### config.mk
export PLATFORM = sky130hd
export DESIGN_NAME = id_ex_stage_flat
export DESIGN_NICKNAME = d
export VERILOG_FILES = /design/src/rtl/id_ex_stage_if.sv /design/src/rtl/id_ex_stage.sv /design/src/flat_wrapper.sv
export SDC_FILE = /design/constraint.sdc
export NUM_CORES = 1
export LEC_CHECK = 0
export ABC_CLOCK_PERIOD_IN_PS = 7030
export CAP_MARGIN = 30
export CORE_AREA = 3 3 83 85
export CTS_BUF_LIST = sky130_fd_sc_hd__clkbuf_8
export CTS_CLUSTER_SIZE = 40
export DETAILED_ROUTE_END_ITERATION = 6
export DIE_AREA = 0 0 86 88
export GPL_TIMING_DRIVEN = 0
export MAX_ROUTING_LAYER = met4
export PLACE_DENSITY = 0.86
export SETUP_SLACK_MARGIN = 0.4
export SLEW_MARGIN = 20
export SYNTH_ARGS = -nofsm -noshare
export SYNTH_HDL_FRONTEND = slang
export SYNTH_SLANG_ARGS = --single-unit
### constraint.sdc
create_clock -name clk -period 7.03 [get_ports clk]
set_clock_uncertainty 0.1 [all_clocks]
set_input_delay 1.406 -clock clk [delete_from_list [all_inputs] [get_ports clk]]
set_output_delay 1.406 -clock clk [all_outputs]
set_load 0.005 [all_outputs]
### src/rtl/id_ex_stage_if.sv
// Decode-to-execute handshake bundle: decode request, forwarding taps and ALU-facing result.
interface id_ex_stage_if #(
    parameter int unsigned DATA_W    = 16,
    parameter int unsigned REG_IDX_W = 3,
    parameter int unsigned IMM_W     = 6
);
    logic                 in_valid;
    logic                 in_ready;
    logic [REG_IDX_W-1:0] in_rs1_idx;
    logic [REG_IDX_W-1:0] in_rs2_idx;
    logic [DATA_W-1:0]    in_rs1_data;
    logic [DATA_W-1:0]    in_rs2_data;
    logic [IMM_W-1:0]     in_imm;
    logic                 in_use_imm;
    logic                 in_imm_signed;
    logic [1:0]           in_alu_op;
    logic [REG_IDX_W-1:0] in_rd;
    logic                 in_rd_we;

    logic                 fwd_exmem_we;
    logic [REG_IDX_W-1:0] fwd_exmem_rd;
    logic [DATA_W-1:0]    fwd_exmem_data;
    logic                 fwd_memwb_we;
    logic [REG_IDX_W-1:0] fwd_memwb_rd;
    logic [DATA_W-1:0]    fwd_memwb_data;

    logic                 out_valid;
    logic                 out_ready;
    logic [DATA_W-1:0]    A;
    logic [DATA_W-1:0]    B;
    logic [1:0]           ALUop;
    logic [REG_IDX_W-1:0] out_rd;
    logic                 out_rd_we;

    // Upstream/environment side
    modport master (
        output in_valid, in_rs1_idx, in_rs2_idx, in_rs1_data, in_rs2_data,
               in_imm, in_use_imm, in_imm_signed, in_alu_op, in_rd, in_rd_we,
               fwd_exmem_we, fwd_exmem_rd, fwd_exmem_data,
               fwd_memwb_we, fwd_memwb_rd, fwd_memwb_data, out_ready,
        input  in_ready, out_valid, A, B, ALUop, out_rd, out_rd_we
    );

    // Pipeline-register side
    modport slave (
        input  in_valid, in_rs1_idx, in_rs2_idx, in_rs1_data, in_rs2_data,
               in_imm, in_use_imm, in_imm_signed, in_alu_op, in_rd, in_rd_we,
               fwd_exmem_we, fwd_exmem_rd, fwd_exmem_data,
               fwd_memwb_we, fwd_memwb_rd, fwd_memwb_data, out_ready,
        output in_ready, out_valid, A, B, ALUop, out_rd, out_rd_we
    );
endinterface

### src/rtl/id_ex_stage.sv
// ID/EX pipeline register: single-entry holding stage with immediate extension
// and EX/MEM, MEM/WB operand forwarding onto the ALU inputs.
module id_ex_stage #(
    parameter int unsigned DATA_W    = 16,
    parameter int unsigned REG_IDX_W = 3,
    parameter int unsigned IMM_W     = 6
) (
    input  logic         clk,
    input  logic         reset_n,
    input  logic         flush,
    id_ex_stage_if.slave bus
);
    localparam int unsigned EXT_W = DATA_W - IMM_W;

    typedef enum logic {EMPTY = 1'b0, FULL = 1'b1} state_t;

    state_t               state_q,    state_d;
    logic [REG_IDX_W-1:0] rs1_idx_q,  rs1_idx_d;
    logic [REG_IDX_W-1:0] rs2_idx_q,  rs2_idx_d;
    logic [DATA_W-1:0]    rs1_data_q, rs1_data_d;
    logic [DATA_W-1:0]    b_data_q,   b_data_d;
    logic                 b_is_imm_q, b_is_imm_d;
    logic [1:0]           alu_op_q,   alu_op_d;
    logic [REG_IDX_W-1:0] rd_q,       rd_d;
    logic                 rd_we_q,    rd_we_d;

    logic                 accept;
    logic [DATA_W-1:0]    imm_ext;
    logic [DATA_W-1:0]    a_fwd;
    logic [DATA_W-1:0]    b_fwd;

    assign bus.in_ready  = (state_q == EMPTY) || bus.out_ready;
    assign accept        = bus.in_valid && bus.in_ready;
    assign bus.out_valid = (state_q == FULL);

    // Immediate extension selected per instruction
    always_comb begin
        imm_ext = {{EXT_W{1'b0}}, bus.in_imm};
        if (bus.in_imm_signed) begin
            imm_ext = {{EXT_W{bus.in_imm[IMM_W-1]}}, bus.in_imm};
        end
    end

    // Next-state and capture: flush wins, then accept, then consume
    always_comb begin
        state_d    = state_q;
        rs1_idx_d  = rs1_idx_q;
        rs2_idx_d  = rs2_idx_q;
        rs1_data_d = rs1_data_q;
        b_data_d   = b_data_q;
        b_is_imm_d = b_is_imm_q;
        alu_op_d   = alu_op_q;
        rd_d       = rd_q;
        rd_we_d    = rd_we_q;
        if (flush) begin
            state_d = EMPTY;
        end else if (accept) begin
            state_d    = FULL;
            rs1_idx_d  = bus.in_rs1_idx;
            rs2_idx_d  = bus.in_rs2_idx;
            rs1_data_d = bus.in_rs1_data;
            b_data_d   = bus.in_use_imm ? imm_ext : bus.in_rs2_data;
            b_is_imm_d = bus.in_use_imm;
            alu_op_d   = bus.in_alu_op;
            rd_d       = bus.in_rd;
            rd_we_d    = bus.in_rd_we;
        end else if (bus.out_ready) begin
            state_d = EMPTY;
        end
    end

    // State and held-instruction registers, synchronous active-low reset
    always_ff @(posedge clk) begin
        if (!reset_n) begin
            state_q    <= EMPTY;
            rs1_idx_q  <= '0;
            rs2_idx_q  <= '0;
            rs1_data_q <= '0;
            b_data_q   <= '0;
            b_is_imm_q <= 1'b0;
            alu_op_q   <= 2'b00;
            rd_q       <= '0;
            rd_we_q    <= 1'b0;
        end else begin
            state_q    <= state_d;
            rs1_idx_q  <= rs1_idx_d;
            rs2_idx_q  <= rs2_idx_d;
            rs1_data_q <= rs1_data_d;
            b_data_q   <= b_data_d;
            b_is_imm_q <= b_is_imm_d;
            alu_op_q   <= alu_op_d;
            rd_q       <= rd_d;
            rd_we_q    <= rd_we_d;
        end
    end

    // Operand forwarding, EX/MEM before MEM/WB; R0 never forwarded
    always_comb begin
        a_fwd = rs1_data_q;
        if ((rs1_idx_q != '0) && bus.fwd_exmem_we && (bus.fwd_exmem_rd == rs1_idx_q)) begin
            a_fwd = bus.fwd_exmem_data;
        end else if ((rs1_idx_q != '0) && bus.fwd_memwb_we && (bus.fwd_memwb_rd == rs1_idx_q)) begin
            a_fwd = bus.fwd_memwb_data;
        end
        b_fwd = b_data_q;
        if (!b_is_imm_q) begin
            if ((rs2_idx_q != '0) && bus.fwd_exmem_we && (bus.fwd_exmem_rd == rs2_idx_q)) begin
                b_fwd = bus.fwd_exmem_data;
            end else if ((rs2_idx_q != '0) && bus.fwd_memwb_we && (bus.fwd_memwb_rd == rs2_idx_q)) begin
                b_fwd = bus.fwd_memwb_data;
            end
        end
    end

    // Outputs forced to zero whenever no instruction is held
    always_comb begin
        bus.A         = '0;
        bus.B         = '0;
        bus.ALUop     = 2'b00;
        bus.out_rd    = '0;
        bus.out_rd_we = 1'b0;
        if (state_q == FULL) begin
            bus.A         = a_fwd;
            bus.B         = b_fwd;
            bus.ALUop     = alu_op_q;
            bus.out_rd    = rd_q;
            bus.out_rd_we = rd_we_q;
        end
    end
endmodule
### src/flat_wrapper.sv
// flat-port wrapper written by rule: the top's interface ports become plain ports
module id_ex_stage_flat 
#(
    parameter int unsigned DATA_W    = 16,
    parameter int unsigned REG_IDX_W = 3,
    parameter int unsigned IMM_W     = 6
)
  (clk, reset_n, flush, bus_in_valid, bus_in_rs1_idx, bus_in_rs2_idx, bus_in_rs1_data, bus_in_rs2_data, bus_in_imm, bus_in_use_imm, bus_in_imm_signed, bus_in_alu_op, bus_in_rd, bus_in_rd_we, bus_fwd_exmem_we, bus_fwd_exmem_rd, bus_fwd_exmem_data, bus_fwd_memwb_we, bus_fwd_memwb_rd, bus_fwd_memwb_data, bus_out_ready, bus_in_ready, bus_out_valid, bus_A, bus_B, bus_ALUop, bus_out_rd, bus_out_rd_we);
  id_ex_stage_if #(.DATA_W(DATA_W), .REG_IDX_W(REG_IDX_W), .IMM_W(IMM_W)) bus_i ();
  input  logic clk;
  input  logic reset_n;
  input  logic flush;
  input wire logic [$bits(bus_i.in_valid)-1:0] bus_in_valid;
  input wire logic [$bits(bus_i.in_rs1_idx)-1:0] bus_in_rs1_idx;
  input wire logic [$bits(bus_i.in_rs2_idx)-1:0] bus_in_rs2_idx;
  input wire logic [$bits(bus_i.in_rs1_data)-1:0] bus_in_rs1_data;
  input wire logic [$bits(bus_i.in_rs2_data)-1:0] bus_in_rs2_data;
  input wire logic [$bits(bus_i.in_imm)-1:0] bus_in_imm;
  input wire logic [$bits(bus_i.in_use_imm)-1:0] bus_in_use_imm;
  input wire logic [$bits(bus_i.in_imm_signed)-1:0] bus_in_imm_signed;
  input wire logic [$bits(bus_i.in_alu_op)-1:0] bus_in_alu_op;
  input wire logic [$bits(bus_i.in_rd)-1:0] bus_in_rd;
  input wire logic [$bits(bus_i.in_rd_we)-1:0] bus_in_rd_we;
  input wire logic [$bits(bus_i.fwd_exmem_we)-1:0] bus_fwd_exmem_we;
  input wire logic [$bits(bus_i.fwd_exmem_rd)-1:0] bus_fwd_exmem_rd;
  input wire logic [$bits(bus_i.fwd_exmem_data)-1:0] bus_fwd_exmem_data;
  input wire logic [$bits(bus_i.fwd_memwb_we)-1:0] bus_fwd_memwb_we;
  input wire logic [$bits(bus_i.fwd_memwb_rd)-1:0] bus_fwd_memwb_rd;
  input wire logic [$bits(bus_i.fwd_memwb_data)-1:0] bus_fwd_memwb_data;
  input wire logic [$bits(bus_i.out_ready)-1:0] bus_out_ready;
  output wire logic [$bits(bus_i.in_ready)-1:0] bus_in_ready;
  output wire logic [$bits(bus_i.out_valid)-1:0] bus_out_valid;
  output wire logic [$bits(bus_i.A)-1:0] bus_A;
  output wire logic [$bits(bus_i.B)-1:0] bus_B;
  output wire logic [$bits(bus_i.ALUop)-1:0] bus_ALUop;
  output wire logic [$bits(bus_i.out_rd)-1:0] bus_out_rd;
  output wire logic [$bits(bus_i.out_rd_we)-1:0] bus_out_rd_we;
  assign bus_i.in_valid = bus_in_valid;
  assign bus_i.in_rs1_idx = bus_in_rs1_idx;
  assign bus_i.in_rs2_idx = bus_in_rs2_idx;
  assign bus_i.in_rs1_data = bus_in_rs1_data;
  assign bus_i.in_rs2_data = bus_in_rs2_data;
  assign bus_i.in_imm = bus_in_imm;
  assign bus_i.in_use_imm = bus_in_use_imm;
  assign bus_i.in_imm_signed = bus_in_imm_signed;
  assign bus_i.in_alu_op = bus_in_alu_op;
  assign bus_i.in_rd = bus_in_rd;
  assign bus_i.in_rd_we = bus_in_rd_we;
  assign bus_i.fwd_exmem_we = bus_fwd_exmem_we;
  assign bus_i.fwd_exmem_rd = bus_fwd_exmem_rd;
  assign bus_i.fwd_exmem_data = bus_fwd_exmem_data;
  assign bus_i.fwd_memwb_we = bus_fwd_memwb_we;
  assign bus_i.fwd_memwb_rd = bus_fwd_memwb_rd;
  assign bus_i.fwd_memwb_data = bus_fwd_memwb_data;
  assign bus_i.out_ready = bus_out_ready;
  assign bus_in_ready = bus_i.in_ready;
  assign bus_out_valid = bus_i.out_valid;
  assign bus_A = bus_i.A;
  assign bus_B = bus_i.B;
  assign bus_ALUop = bus_i.ALUop;
  assign bus_out_rd = bus_i.out_rd;
  assign bus_out_rd_we = bus_i.out_rd_we;
  id_ex_stage #(.DATA_W(DATA_W), .REG_IDX_W(REG_IDX_W), .IMM_W(IMM_W)) u_core (.clk(clk), .reset_n(reset_n), .flush(flush), .bus(bus_i));
endmodule
==> results list <==
* Count of flip-flops with a built-in enable after synthesis: 0
- The floorplan has 29 rows.
* Root Buffer Master: clkbuf_8
* First-pass GRT wire length: 14.97 mm
- Number of hold buffers added after cts: 0
- In the global route stage, overall resource usage came out at 0.2580.
* Post CTS Setup Buffer Count: 0
- Share of post-route cells with drive strength above 1: 0.05882
- The most used flip-flop cell after synthesis is dfxtp_1.
- Worst slew slack as a fraction of its limit: 0.5919
* Mapped cell area: 0.002770 mm²
- In the layout the commonest cells are clkdlybuf4s50_1, nand2_1, dfxtp_1, a21boi_0, a21oi_1.
- IO buf count: 134
- Class of the most critical setup path: in2out
- Average via count per standard cell: 5.600
- Number of distinct library cell variants in the gate-level netlist after synthesis: 34
- The core region is 0.006277 mm².
* Final antenna diode count: 0
- Number of top-level pins: 137
* Final slew viol count: 0
* Placed cell count: 545
- The floorplan step defined a die boundary enclosing 0.007568 mm².
- Most common cell after layout, fill and taps aside: clkdlybuf4s50_1
- Synthesis produced 334 cells.
- Setup violations remaining at the end of the flow were counted as 0.
* Result of the run: finished, final reports clean
* Sequential area share after synthesis: 0.3324
* Reported leakage power: 0.001640 µW
- Power spread over the standard cell area amounts to 137.0 mW/mm².
- Min Clock Period, post-route: 5822 ps
- The initial utilization of the core area, before any placement, comes to 0.4413.
* CP Max Fanout: 10
- In the post-route analysis, the smallest setup slack over all paths is 1208 ps.
- The count of nets left with antenna violations once routing finished came out at 0.
- Worst min-delay path category: reg2reg
- Final weighted congestion of routability-driven global placement: 0.8965
- Resized Gates After CTS: 0
- Total CTS buffers: 5
* Vertical extent of the die: 88 µm
* Clock-pin slew of the registers on the worst-case setup and hold paths: 80 ps
- Antenna violations before repair: 0
- Entering global routing, the biggest net connects 15 pins.
- For this block, the routed nets add up to 9.642 mm of wire.
- Fillers: 527
* Congestion Overflow GR: 0
* Synthesis-to-finish area growth: 55.33%
- After routing, the total negative slack on setup checks comes to 0 ps.
- TritonCTS built the clock tree.
- In this run the number of H-tree levels came out at 2.
- After the first detailed-routing iteration, the DRC count stood at 153.
* Clock tree buffer depth: 2
- The worst setup path is captured at an output pin.
- Share of the clock period used by the worst path: 0.8282
* Required time worst endpoint: 5520 ps
- IR analysis of the VDD net gives a maximum drop of 81.37 µV.
* Number of register bits inferred by synthesis: 46
* Fmax: 0.1718 GHz
- Measured along the x axis, the die boundary spans 86 µm.
* Average routed wire per standard cell: 17.44 µm
- For this design, the sink count on the clock tree is 46.
- The number of hold violations in the final report was 0.
- Mean Syn Cell Area: 8.294 µm²
- The via count of the first global-routing pass was 3156.
* Arrival time at the worst endpoint: 4320 ps
- For this run, the number of standard cells in the final layout without fillers is 553.
- The worst setup path is launched from an input pin.
* Number of vias in the routed layout: 3097
* Total iterations of the first detailed-routing run: 4
- Max-cap violations in this run came to 0.
- Setup repair after global routing left no endpoint under its margin.
- Worst slew pin tran: 609.4 ps
- After legalization and detailed placement, the total HPWL measured 7.405 mm.
- Count of yosys warnings during synthesis: 0
- Tightest hold margin: 363.2 ps
- Timing analysis after detailed placement gives a worst setup slack of 1227 ps.
- The number of nets in the synthesized netlist is 431.
* Layout Nets: 572
* Number of DRC violations after detailed routing: 0
* FFs w/ async S/R, synth: 0
- Clock latency on the worst-skew pair, taken at its later pin, is 300 ps.
registers in the layout, indices dropped and copies added (netlist names):
signal and count:
u_core.b_data_q 16, u_core.rs1_data_q 16, u_core.rd_q 3, u_core.rs1_idx_q 3, u_core.rs2_idx_q 3, u_core.alu_op_q 2, u_core.b_is_imm_q 1, u_core.bus.out_valid 1
u_core.rd_we_q 1
logic make-up (layout without fill, tap and decap cells):
family	Yosys count	after routing	synth area share
simple gates	116	116	0.2136
compound gates	114	114	0.2990
flops	46	46	0.3324
buf+inv	28	170	0.05013
mux	22	22	0.07949
xor+xnor	8	8	0.02529
synthesized netlist by cell type (all sizes together), types with 3 or more instances:
library cell / instances / share of area
nand2: 68 / 0.092
dfxtp: 46 / 0.33
a21boi: 40 / 0.11
a21oi: 27 / 0.049
and2: 22 / 0.050
mux2i: 22 / 0.079
clkbuf: 18 / 0.024
a221o: 16 / 0.061
o21ai: 16 / 0.029
nor3b: 13 / 0.039
buf: 8 / 0.020
xnor2: 8 / 0.025
o211a: 6 / 0.022
or3b: 4 / 0.013
a211oi: 3 / 0.0081
and3: 3 / 0.0068
o211ai: 3 / 0.0099
power by group:
group / total [µW] / internal, µW / switching (µW)
sequential: 282 / 273 / 9.04
clock: 173 / 79.2 / 93.3
combinational: 135 / 81.7 / 52.9
layer usage:
metal  routed length [µm]  global-route usage  part of all wire  vias to the layer above
met5                    0                   -                 0                        -
met4                  225             0.08633             0.023                        0
met3                  834             0.04986             0.086                       21
met2                 4610              0.4380              0.48                      148
met1                 3971              0.3059              0.41                     1452
li1                     -                   -                 -                     1476
layout make-up:
type	count	area, µm²	area share
Buffer	27	135.1	0.03140
Clock buffer	6	82.58	0.01919
Clock inverter	2	12.51	0.002908
Inverter	1	3.754	0.0008723
Multi-Input combinational cell	260	1710	0.3975
Sequential cell	46	920.9	0.2140
Tap cell	77	96.34	0.02239
Timing Repair Buffer	134	1341	0.3117
worst paths after layout:
kind / slack, ps / startpoint / to / cells past startpoint
max: 1210 / bus_fwd_memwb_rd[0] / bus_B[6] / 8
min: 360 / u_core.alu_op_q[0] / u_core.alu_op_q[0] / 2
max reg2reg: 4530 / u_core.bus.out_valid / u_core.rs1_idx_q[1] / 8
min reg2reg: 360 / u_core.alu_op_q[0] / u_core.alu_op_q[0] / 2
through the flow:
stage / utilization / instance area (µm²) / power (µW)
2_1_floorplan: - / 2770 / 338.9
3_3_place_gp: 0.6703 / 4208 / 417.8
3_5_place_dp: 0.6703 / 4208 / 421.1
4_1_cts: 0.6855 / 4303 / 590.8
5_1_grt: 0.6855 / 4303 / 611.5
6_report: 0.6855 / 4303 / 589.4
critical path, cell delays in order:
cell and delay (ps):
clkdlybuf4s50_1 530, or3b_2 480, a211oi_1 240, o211ai_1 180
nor3b_2 550, buf_6 230, a221o_1 180, clkdlybuf4s50_1 510
No activity file was read; power rests on OpenSTA's default activity.
